$ cat src/rtl/noc_pkg.sv
// Shared NoC router definitions: flit type codes, header length width,
// arbiter port-state encodings and the input-buffer framing state type.
package noc_pkg;

    localparam int LEN_W = 12;

    localparam logic [2:0] FLIT_HEADER = 3'b001;
    localparam logic [2:0] FLIT_BODY   = 3'b010;
    localparam logic [2:0] FLIT_TAIL   = 3'b100;

    // One-hot arbiter port states; an input buffer's grant is one bit of these.
    localparam logic [5:0] IDLE = 6'b000001;
    localparam logic [5:0] L    = 6'b000010;
    localparam logic [5:0] N    = 6'b000100;
    localparam logic [5:0] E    = 6'b001000;
    localparam logic [5:0] W    = 6'b010000;
    localparam logic [5:0] S    = 6'b100000;

    typedef enum logic {
        ST_IDLE,
        ST_XFER
    } ibuf_state_e;

    function automatic logic is_header(input logic [2:0] id);
        return id == FLIT_HEADER;
    endfunction

    // Any code other than header/tail travels as a body flit.
    function automatic logic is_tail(input logic [2:0] id);
        return id == FLIT_TAIL;
    endfunction

endpackage

$ cat src/rtl/noc_input_buffer_if.sv
// Handshake bundle between an input port, its buffer, the arbiter and the crossbar.
interface noc_input_buffer_if #(
    parameter int DW    = 32,
    parameter int DEPTH = 8
) ();
    import noc_pkg::*;

    localparam int CW = $clog2(DEPTH) + 1;

    logic             in_valid;
    logic             in_ready;
    logic [2:0]       in_flit_id;
    logic [DW-1:0]    in_data;
    logic             grant;
    logic             out_ready;
    logic             req;
    logic [2:0]       flit_id;
    logic [LEN_W-1:0] length;
    logic             out_valid;
    logic [DW-1:0]    out_data;
    logic [CW-1:0]    count;
    logic             framing_err;

    // Buffer side.
    modport slave (
        input  in_valid, in_flit_id, in_data, grant, out_ready,
        output in_ready, req, flit_id, length, out_valid, out_data, count, framing_err
    );

    // Upstream / arbiter / crossbar side.
    modport master (
        output in_valid, in_flit_id, in_data, grant, out_ready,
        input  in_ready, req, flit_id, length, out_valid, out_data, count, framing_err
    );

endinterface

$ cat src/rtl/noc_sync_fifo.sv
// Single-clock FIFO with first-word-fall-through read port; reads 0 while empty.
module noc_sync_fifo #(
    parameter int WIDTH = 35,
    parameter int DEPTH = 8,
    parameter int PTR_W = $clog2(DEPTH)
) (
    input  logic             clk,
    input  logic             rst,
    input  logic             push,
    input  logic             pop,
    input  logic [WIDTH-1:0] wdata,
    output logic [WIDTH-1:0] rdata,
    output logic             full,
    output logic             empty,
    output logic [PTR_W:0]   count
);

    logic [WIDTH-1:0] mem [DEPTH];
    logic [PTR_W-1:0] wr_ptr;
    logic [PTR_W-1:0] rd_ptr;
    logic             do_push;
    logic             do_pop;

    assign full    = (count == (PTR_W+1)'(DEPTH));
    assign empty   = (count == '0);
    assign do_push = push && !full;
    assign do_pop  = pop && !empty;
    assign rdata   = empty ? '0 : mem[rd_ptr];

    // Storage write; contents need no reset since reads are masked while empty.
    always_ff @(posedge clk) begin
        if (do_push) begin
            mem[wr_ptr] <= wdata;
        end
    end

    // Pointers wrap naturally at the power-of-two depth; count tracks occupancy.
    always_ff @(posedge clk or negedge rst) begin
        if (!rst) begin
            wr_ptr <= '0;
            rd_ptr <= '0;
            count  <= '0;
        end else begin
            if (do_push) begin
                wr_ptr <= wr_ptr + 1'b1;
            end
            if (do_pop) begin
                rd_ptr <= rd_ptr + 1'b1;
            end
            case ({do_push, do_pop})
                2'b10:   count <= count + 1'b1;
                2'b01:   count <= count - 1'b1;
                default: count <= count;
            endcase
        end
    end

endmodule

$ cat src/rtl/noc_input_buffer.sv
// Router input stage: buffers flits, tracks packet framing, requests the
// arbiter while a packet is in flight and pops toward the crossbar on grant.
module noc_input_buffer #(
    parameter int DW    = 32,
    parameter int DEPTH = 8,
    parameter int PTR_W = $clog2(DEPTH)
) (
    input logic               clk,
    input logic               rst,
    noc_input_buffer_if.slave bus
);
    import noc_pkg::*;

    ibuf_state_e      state;
    logic [DW+2:0]    head;
    logic             full;
    logic             empty;
    logic [PTR_W:0]   fifo_count;
    logic             head_hdr;
    logic             head_tail;
    logic             xfer_pop;
    logic             discard;

    assign head_hdr  = is_header(head[DW+2:DW]);
    assign head_tail = is_tail(head[DW+2:DW]);

    // Forward pop while granted in a packet; in IDLE any non-header head is dropped.
    assign xfer_pop = (state == ST_XFER) && !empty && bus.grant && bus.out_ready;
    assign discard  = (state == ST_IDLE) && !empty && !head_hdr;

    noc_sync_fifo #(
        .WIDTH (DW + 3),
        .DEPTH (DEPTH),
        .PTR_W (PTR_W)
    ) u_fifo (
        .clk   (clk),
        .rst   (rst),
        .push  (bus.in_valid),
        .pop   (xfer_pop || discard),
        .wdata ({bus.in_flit_id, bus.in_data}),
        .rdata (head),
        .full  (full),
        .empty (empty),
        .count (fifo_count)
    );

    assign bus.in_ready  = !full;
    assign bus.out_valid = !empty;
    assign bus.flit_id   = head[DW+2:DW];
    assign bus.out_data  = head[DW-1:0];
    assign bus.count     = fifo_count;
    // Decoded from registers only, so it drops at once on under-run or reset.
    assign bus.req       = (state == ST_XFER) && !empty;

    // Framing FSM with registered length and sticky framing error.
    always_ff @(posedge clk or negedge rst) begin
        if (!rst) begin
            state           <= ST_IDLE;
            bus.length      <= '0;
            bus.framing_err <= 1'b0;
        end else begin
            case (state)
                ST_IDLE: begin
                    if (!empty) begin
                        if (head_hdr) begin
                            state      <= ST_XFER;
                            bus.length <= head[LEN_W-1:0];
                        end else begin
                            bus.framing_err <= 1'b1;
                        end
                    end
                end
                ST_XFER: begin
                    if (xfer_pop && head_tail) begin
                        state <= ST_IDLE;
                    end
                end
                default: state <= ST_IDLE;
            endcase
        end
    end

endmodule

$ cat src/flat_wrapper.sv
// flat-port wrapper written by rule: the top's interface ports become plain ports
module noc_input_buffer_flat import noc_pkg::*;
#(
    parameter int DW    = 32,
    parameter int DEPTH = 8,
    parameter int PTR_W = $clog2(DEPTH)
)
  (clk, rst, bus_in_valid, bus_in_flit_id, bus_in_data, bus_grant, bus_out_ready, bus_in_ready, bus_req, bus_flit_id, bus_length, bus_out_valid, bus_out_data, bus_count, bus_framing_err);
  noc_input_buffer_if #(.DW(DW), .DEPTH(DEPTH)) bus_i ();
  input logic clk;
  input logic rst;
  input wire logic [$bits(bus_i.in_valid)-1:0] bus_in_valid;
  input wire logic [$bits(bus_i.in_flit_id)-1:0] bus_in_flit_id;
  input wire logic [$bits(bus_i.in_data)-1:0] bus_in_data;
  input wire logic [$bits(bus_i.grant)-1:0] bus_grant;
  input wire logic [$bits(bus_i.out_ready)-1:0] bus_out_ready;
  output wire logic [$bits(bus_i.in_ready)-1:0] bus_in_ready;
  output wire logic [$bits(bus_i.req)-1:0] bus_req;
  output wire logic [$bits(bus_i.flit_id)-1:0] bus_flit_id;
  output wire logic [$bits(bus_i.length)-1:0] bus_length;
  output wire logic [$bits(bus_i.out_valid)-1:0] bus_out_valid;
  output wire logic [$bits(bus_i.out_data)-1:0] bus_out_data;
  output wire logic [$bits(bus_i.count)-1:0] bus_count;
  output wire logic [$bits(bus_i.framing_err)-1:0] bus_framing_err;
  assign bus_i.in_valid = bus_in_valid;
  assign bus_i.in_flit_id = bus_in_flit_id;
  assign bus_i.in_data = bus_in_data;
  assign bus_i.grant = bus_grant;
  assign bus_i.out_ready = bus_out_ready;
  assign bus_in_ready = bus_i.in_ready;
  assign bus_req = bus_i.req;
  assign bus_flit_id = bus_i.flit_id;
  assign bus_length = bus_i.length;
  assign bus_out_valid = bus_i.out_valid;
  assign bus_out_data = bus_i.out_data;
  assign bus_count = bus_i.count;
  assign bus_framing_err = bus_i.framing_err;
  noc_input_buffer #(.DW(DW), .DEPTH(DEPTH), .PTR_W(PTR_W)) u_core (.clk(clk), .rst(rst), .bus(bus_i));
endmodule
$ cat config.mk
export PLATFORM = sky130hd
export DESIGN_NAME = noc_input_buffer_flat
export DESIGN_NICKNAME = d
export VERILOG_FILES = /design/src/rtl/noc_pkg.sv /design/src/rtl/noc_input_buffer_if.sv /design/src/rtl/noc_sync_fifo.sv /design/src/rtl/noc_input_buffer.sv /design/src/flat_wrapper.sv
export SDC_FILE = /design/constraint.sdc
export NUM_CORES = 1
export LEC_CHECK = 0
export ABC_AREA = 1
export BUFFER_PORTS_ARGS = -buffer_cell sky130_fd_sc_hd__clkbuf_2
export CAP_MARGIN = 20
export CORE_MARGIN = 3
export CORE_UTILIZATION = 33
export CTS_BUF_LIST = sky130_fd_sc_hd__clkbuf_16
export DETAILED_ROUTE_END_ITERATION = 6
export GPL_TIMING_DRIVEN = 0
export PLACE_DENSITY_LB_ADDON = 0.1
export SYNTH_ARGS = -nofsm -noshare
export SYNTH_HDL_FRONTEND = slang
export SYNTH_HIERARCHICAL = 1
export SYNTH_SLANG_ARGS = --single-unit
$ cat constraint.sdc
create_clock -name clk -period 9 [get_ports clk]
set_input_delay 0.9 -clock clk [delete_from_list [all_inputs] [get_ports clk]]
set_output_delay 0.9 -clock clk [all_outputs]
set_load 0.01 [all_outputs]
==> results.md, run 1 <==
* Area Growth Syn to Fin at 19.49%
* Buf/Inv on CP at 5
* CP Class: reg2reg
* Cell Area, Synth at 0.01221 mm²
* Fraction of registers with async set/reset at 7.895%
* Post-route setup slack at 4.839 ns
* Max-slew violations at 0
* Grt ovf at 0
* Maxcap violations at 0
* Clock Sinks at 304
* GR peak layer: met2
* FILL cells at 3430
* Vias in the first global route at 7999
* Startpoint Class: flip-flop
* Power density cells at 360.9 mW/mm²
* Root buf cell: clkbuf_16
* Slowest stage delay, CP at 0.61 ns
* Die Y at 198.3 µm
* R2R depth at 21
* CTS Buf Count at 35
* EDFF count, synth at 280
* Die W at 198.3 µm
* Average size of a mapped cell at 12.39 µm²
* Worst Hold Class: in2async
* Tightest Pin Transition at 0.8301 ns
* Clock share of power at 25.8%
* Outcome: finished, final reports clean
* First-pass GRT wire length at 48830 µm
* Die area at 0.03933 mm²
* Initial antenna violation count at 0
* Highest Clock Rate at 0.2403 GHz
* Critical Path Fanout Max at 10
* I/O Buffers at 94
* Max_slew headroom at 44.66%
* Routed vias/inst at 4.925
* Setup TNS at 0 ns
* Vias at 7925
* 1st-pass router iterations at 5
* PostCTS Resize Cnt at 0
* Fin nets at 1169
* Initial Utilization at 33.90%
* WL per Instance at 20.22 µm
* Critical Path AT at 4.59 ns
* Pre-CTS setup slack at 4.844 ns
* Clk_lat worst skew at 0.50 ns
* P_int at 3.239 mW
* Drt total wl at 32530 µm
* H-tree levels at 2
* Top_reg_cell synth: edfxtp_1
* Final Critical Period at 4.161 ns
* Routability Congestion at 0.7155
* Post-synthesis sequential area ratio at 73.81%
* Pin count of the biggest net entering global routing at 28
* Delay-heaviest family, CP: buffers and inverters
* Placed wire-length estimate at 21170 µm
* Leakage at 5.329 nW
* GR met3 Demand/Resource at 2.791%
* Proportion of layout cells with a drive suffix above 1 at 17.16%
* Sequential power share at 35.3%
* Synth Net Count at 1030
* Post-layout util at 40.51%
* Peak VDD IR at 0.0001443 V
* Antenna cells at 0
* Worst-path clk slew at 0.05 ns
* Post-DP Area at 0.01348 mm²
* CP dominant cell by count: nand2_1
* Design area at 0.01458 mm²
* Cell depth of the worst setup path at 21
* Net Sw Frac at 38.46%
* Final antenna-violating net count at 0
* Sw Pwr at 2.025 mW
* Hold bufs inserted after CTS at 0
* RSZ-0062 raised after global routing: false
* Cells along the critical path: inv_1 > clkbuf_1 > o21ai_0 > o22ai_1 > nor2_1 > nor2_1 > inv_1 > nor2_2 > nand2_1 > nand2_1 > o21ai_0 > nand2_1 > inv_1 > ha_1 > inv_1 > nand2_1 > nand2_1 > ha_1 > a21oi_1 > or2_2 > a31oi_1
* CTS Buffer Depth at 3
* Period utilization at 46.23%
* Final setup vio count at 0
* Met2 Use GR at 27.12%
* Setup bufs post-CTS at 0
* Row cnt at 69
* Required @ worst endpoint at 9.43 ns
* Yosys reg bits at 304
* Combinational power share at 38.9%
* Core region area at 0.03600 mm²
* Clock Skew at 0.006394 ns
* Post-Syn Instances at 985
* Synth warn at 6
* Crit-path slowest cell: clkbuf_1
* I/O pins at 95
* M1 GR Usage at 23.10%
* Tot GR Track Use at 16.54%
* DRC at 0
* Netlist cell types at 27
* Worst setup EP type: flip-flop
* Pwr Total at 5.264 mW
* TritonCTS clock tree: done
* Final Hold Vio Count at 0
* Initial DRC Count at 539
-- registers in the layout, summed over array words and instances, names as in the netlist --
signal                  cells
u_core/u_fifo/mem         280
u_core/bus.framing_err      1
u_core/u_fifo/count         4
u_core/u_fifo/wr_ptr        3
u_core/u_fifo/rd_ptr        3
u_core/state                1
u_core/bus.length          12
-- metrics by stage --
| step | std cells | hold WS [ns] |
|---|---|---|
| after CTS | 1609 | 0.4282 |
| after floorplan | 985 | 0.4926 |
| after global routing | 1609 | 0.4596 |
| after global placement | 1540 | 0.4499 |
| final | 1609 | 0.4174 |
| after detailed placement | 1548 | 0.4583 |
-- Yosys cell counts, drive strengths merged (2+ instances only) --
cell type,number,area (µm²)
edfxtp,280,8408
nor2,261,989.7
o21ai,145,725.7
nand2,92,347.8
o211ai,35,262.8
o22ai,35,219.0
buf,32,220.2
clkbuf,26,97.59
dfrtp,24,600.6
inv,22,82.58
nand3,18,105.1
ha,5,62.56
xnor2,3,26.28
or2,2,12.51
xor2,2,17.52
-- cell families (layout without fill, tap and decap cells) --
logic type               count (synthesis)  after routing  share of synthesized area [%]
AND/OR/NAND/NOR                        374            374                          12.06
flip-flops                             304            304                          73.81
AO/OA/AOI/OAI                          217            217                          9.985
buffers and inverters                   80            243                          3.280
adder cells (fa/ha/maj)                  5              5                         0.5126
XOR/XNOR                                 5              5                         0.3589
-- layer usage --
| layer | part of all wire (%) | vias up |
|---|---|---|
| met1 | 47 | 3884 |
| met3 | 4.8 | 56 |
| met4 | 2.0 | 0 |
| met5 | 0 | - |
| met2 | 46 | 187 |
| li1 | - | 3798 |
-- power by group through the flow --
stage	clock, mW	combinational [mW]	sequential (mW)
2_1_floorplan	0	1.21	1.89
3_3_place_gp	0	2.01	1.90
3_5_place_dp	0	2.08	1.89
4_1_cts	1.40	2.08	1.86
5_1_grt	1.45	2.29	1.88
6_report	1.36	2.05	1.86
-- worst reg2reg max path: stages, from the launching register on --
cell      delay, ns
dfrtp_1        0.50
inv_1          0.38
clkbuf_1       0.61
o21ai_0        0.22
o22ai_1        0.18
nor2_1         0.07
nor2_1         0.26
inv_1          0.15
nor2_2         0.15
nand2_1        0.07
nand2_1        0.08
o21ai_0        0.11
nand2_1        0.12
inv_1          0.13
ha_1           0.26
inv_1          0.08
nand2_1        0.05
nand2_1        0.08
ha_1           0.14
a21oi_1        0.05
or2_2          0.30
a31oi_1        0.12
-- final timing paths --
| check | startpoint | endpoint | slack (ns) |
|---|---|---|---|
| max in group asynchronous | rst | u_core/bus.length[8] | 8.16 |
| min in group clk | u_core/bus.framing_err | u_core/bus.framing_err | 0.46 |
| hold / removal | rst | u_core/u_fifo/count[2] | 0.42 |
| setup reg to reg | u_core/u_fifo/rd_ptr[1] | u_core/u_fifo/count[2] | 4.84 |
| hold reg to reg | u_core/bus.framing_err | u_core/bus.framing_err | 0.46 |
| setup / recovery | u_core/u_fifo/rd_ptr[1] | u_core/u_fifo/count[2] | 4.84 |
-- final cells by class --
class,count,area (µm²),area share [%]
Timing Repair Buffer,102,638.1,4.375
Sequential cell,304,9009,61.77
Multi-Input combinational cell,601,2856,19.59
Clock inverter,24,177.7,1.218
Tap cell,461,576.8,3.955
Inverter,22,82.58,0.5662
Buffer,58,317.8,2.179
Clock buffer,37,925.9,6.349
-- placed cells by master, fill, tap and decap left out, types with 9 or more instances in the layout --
master,count
o211ai_1,35
edfxtp_1,280
dfrtp_1,24
nand2_1,91
nand3_1,15
o21ai_1,55
clkbuf_2,94
nor2_1,251
o21ai_0,90
clkbuf_16,37
o22ai_1,35
buf_2,17
nor2_4,9
inv_1,27
clkbuf_1,26
(Power assumes the default switching activity.)
==> inputs of run 2 (changes only) <==
clock period = 4.15 ns   (was 9 ns; I/O delays follow)
==> run 2 against run 1 <==
  * Critical path depth increased by 1
  * Worst setup slack got worse by 4.4 ns
  * Non-clock buffer count unchanged
  * Register-to-register slack got worse by 4.4 ns
  * Sequential share of layout area decreased by 0.095 points
  * Critical path type unchanged
  * Total power increased by 120%
  * Highest routed layer unchanged
  * Hold slack got worse by 0.23 ns
  * Count of clock-buffer cells in the layout unchanged
==> results.md, run 2 (same netlist as run 1, synthesis figures left out) <==
* Outcome: finished, final reports clean
* CTS Buffer Depth at 3 (unchanged)
* Final setup vio count at 0 (unchanged)
* Fin nets at 1169 (unchanged)
* Tightest Pin Transition at 0.7592 ns (-0.07091 ns)
* TritonCTS clock tree: done
* Critical Path Fanout Max at 10 (unchanged)
* Initial DRC Count at 558 (+3.5%)
* Placed wire-length estimate at 21170 µm (unchanged)
* Pin count of the biggest net entering global routing at 28 (unchanged)
* Largest register FFs at 280 (unchanged)
* Highest Clock Rate at 0.2681 GHz (+12%)
* Grt ovf at 0 (unchanged)
* Row cnt at 69 (unchanged)
* Net Sw Frac at 38.40% (-0.059 points)
* Clock Sinks at 304 (unchanged)
* Biggest register: u_core/u_fifo/mem
* Layout Cells excl Fill at 1609 (unchanged)
* P_int at 7.035 mW (+120%)
* Regs by FF count: u_core/u_fifo/mem: 280 flops, u_core/bus.length: 12 flops, u_core/u_fifo/count: 4 flops
* Clock share of power at 25.8% (about the same)
* Vias in the first global route at 8011 (+0.15%)
* Clk_lat worst skew at 0.50 ns (about the same)
* I/O pins at 95 (unchanged)
* Period utilization at 89.88% (+44 points)
* Routed vias/inst at 4.952 (+0.53%)
* DRC at 0 (unchanged)
* RSZ-0062 raised after global routing: false
* Core region area at 0.03600 mm² (unchanged)
* Most common cell after layout, fill and taps aside: edfxtp_1
* Post-DP Area at 0.01348 mm² (unchanged)
* Final antenna-violating net count at 0 (unchanged)
* Maxcap violations at 0 (unchanged)
* Worst-path clk slew at 0.06 ns (about the same)
* Max-slew violations at 0 (unchanged)
* Final Hold Vio Count at 0 (unchanged)
* H-tree levels at 2 (unchanged)
* Root buf cell: clkbuf_16
* Peak VDD IR at 0.0003320 V (+130%)
* First-pass GRT wire length at 48820 µm (about the same)
* Drt total wl at 32450 µm (-0.26%)
* Final Critical Period at 3.730 ns (-0.4308 ns)
* Leakage at 5.342 nW (+0.23%)
* Proportion of layout cells with a drive suffix above 1 at 17.77% (+0.61 points)
* Area Growth Syn to Fin at 19.67%
* CTS Buf Count at 35 (unchanged)
* 1st-pass router iterations at 4 (-1)
* I/O Buffers at 94 (unchanged)
* Worst Hold Class: in2reg
* Tot GR Track Use at 16.54% (about the same)
* Design area at 0.01461 mm² (+0.15%)
* Critical Path AT at 4.16 ns (-0.43 ns)
* Max_slew headroom at 49.27% (+4.6 points)
* Routability Congestion at 0.7155 (unchanged)
* Initial Utilization at 33.90% (unchanged)
* Setup bufs post-CTS at 0 (unchanged)
* Antenna cells at 0 (unchanged)
* Inst Count DP at 1548 (unchanged)
* Die W at 198.3 µm (unchanged)
* Startpoint Class: flip-flop
* Combinational power share at 38.9% (about the same)
* Most frequent cells in the layout: 280 x edfxtp_1, 249 x nor2_1, 98 x clkbuf_2, 91 x nand2_1, 90 x o21ai_0
* Sw Pwr at 4.386 mW (+120%)
* Power density cells at 781.9 mW/mm² (+120%)
* Vias at 7967 (+0.53%)
* Required @ worst endpoint at 4.58 ns (-4.85 ns)
* CP Class: reg2reg
* Die area at 0.03933 mm² (unchanged)
* Die Y at 198.3 µm (unchanged)
* WL per Instance at 20.17 µm (-0.26%)
* Initial antenna violation count at 0 (unchanged)
* Clock Skew at 0.008242 ns (+0.001848 ns)
* Sequential power share at 35.3% (about the same)
* Worst setup EP type: flip-flop
* FILL cells at 3436 (+0.17%)
[run 2: critical path: stages, from the launching register on]
cell	delay, ns
dfrtp_1	0.54
inv_2	0.19
buf_6	0.16
buf_2	0.30
nor2_1	0.08
o22ai_1	0.19
nor2_1	0.06
nor2_1	0.24
inv_1	0.15
nor2_2	0.15
nand2_1	0.07
nand2_1	0.08
o21ai_0	0.11
nand2_1	0.12
inv_1	0.13
ha_1	0.25
inv_1	0.08
nand2_1	0.05
nand2_1	0.08
ha_1	0.14
a21oi_1	0.05
or2_2	0.30
a31oi_1	0.12
[run 2: path summary, 6_finish.rpt]
check,endpoint,slack (ns),startpoint,cells after the start
min in group asynchronous,u_core/u_fifo/count[2],0.47,rst,2
min reg2reg,u_core/bus.framing_err,0.46,u_core/bus.framing_err,2
max reg2reg,u_core/u_fifo/count[2],0.42,u_core/u_fifo/rd_ptr[0],22
max,u_core/u_fifo/count[2],0.42,u_core/u_fifo/rd_ptr[0],22
min,u_core/u_fifo/mem[6][11],0.19,bus_in_data[11],1
max in group asynchronous,u_core/bus.length[5],3.25,rst,2
[run 2: timing repair]
item / in CTS / in global routing
hold buffers: 1 / 0
resized for setup: 0 / 13
hold endpoints to repair: 24 / 0
setup endpoints to repair: 1 / 3
[run 2: cell type report]
type                       instances  area, µm²  share of cell area, %
clock buffer                      37      925.9                  6.339
inverter                          22      86.33                 0.5911
clock inverter                    24      177.7                  1.216
tap                              461      576.8                  3.949
sequential                       304       9009                  61.68
buffer                            57      321.6                  2.201
timing repair buffer             103      648.1                  4.437
multi-input combinational        601       2861                  19.59
[run 2: power by group through the flow]
stage          combinational (mW)  clock, mW  sequential (mW)
2_1_floorplan                2.63          0             4.10
3_3_place_gp                 4.35          0             4.13
3_5_place_dp                 4.50          0             4.09
4_1_cts                      4.51       3.03             4.03
5_1_grt                      4.98       3.15             4.07
6_report                     4.44       2.95             4.03
[run 2: metrics by stage]
step / setup TNS, ns / util, % / worst slack (ns) / power (mW) / hold slack (ns)
final: 0 / 40.57 / 0.4200 / 11.42 / 0.1897
after global routing: 0 / 40.57 / 0.006090 / 12.20 / 0.1893
after CTS: 0 / 40.53 / 0.2111 / 11.57 / 0.1699
after detailed placement: -0.006380 / 37.44 / -0.006380 / 8.592 / 0.4583
after global placement: -103.49 / 36.81 / -0.6124 / 8.485 / 0.4499
after floorplan: 0 / - / 1.189 / 6.729 / 0.1194
[run 2: per-layer routing]
layer | vias to the layer above | GRT usage [%] | part of all wire (%)
li1 | 3798 | - | -
met1 | 3923 | 23.07 | 47
met2 | 190 | 27.13 | 46
met3 | 56 | 2.791 | 4.7
met4 | 0 | 4.010 | 2.0
met5 | - | 0 | 0
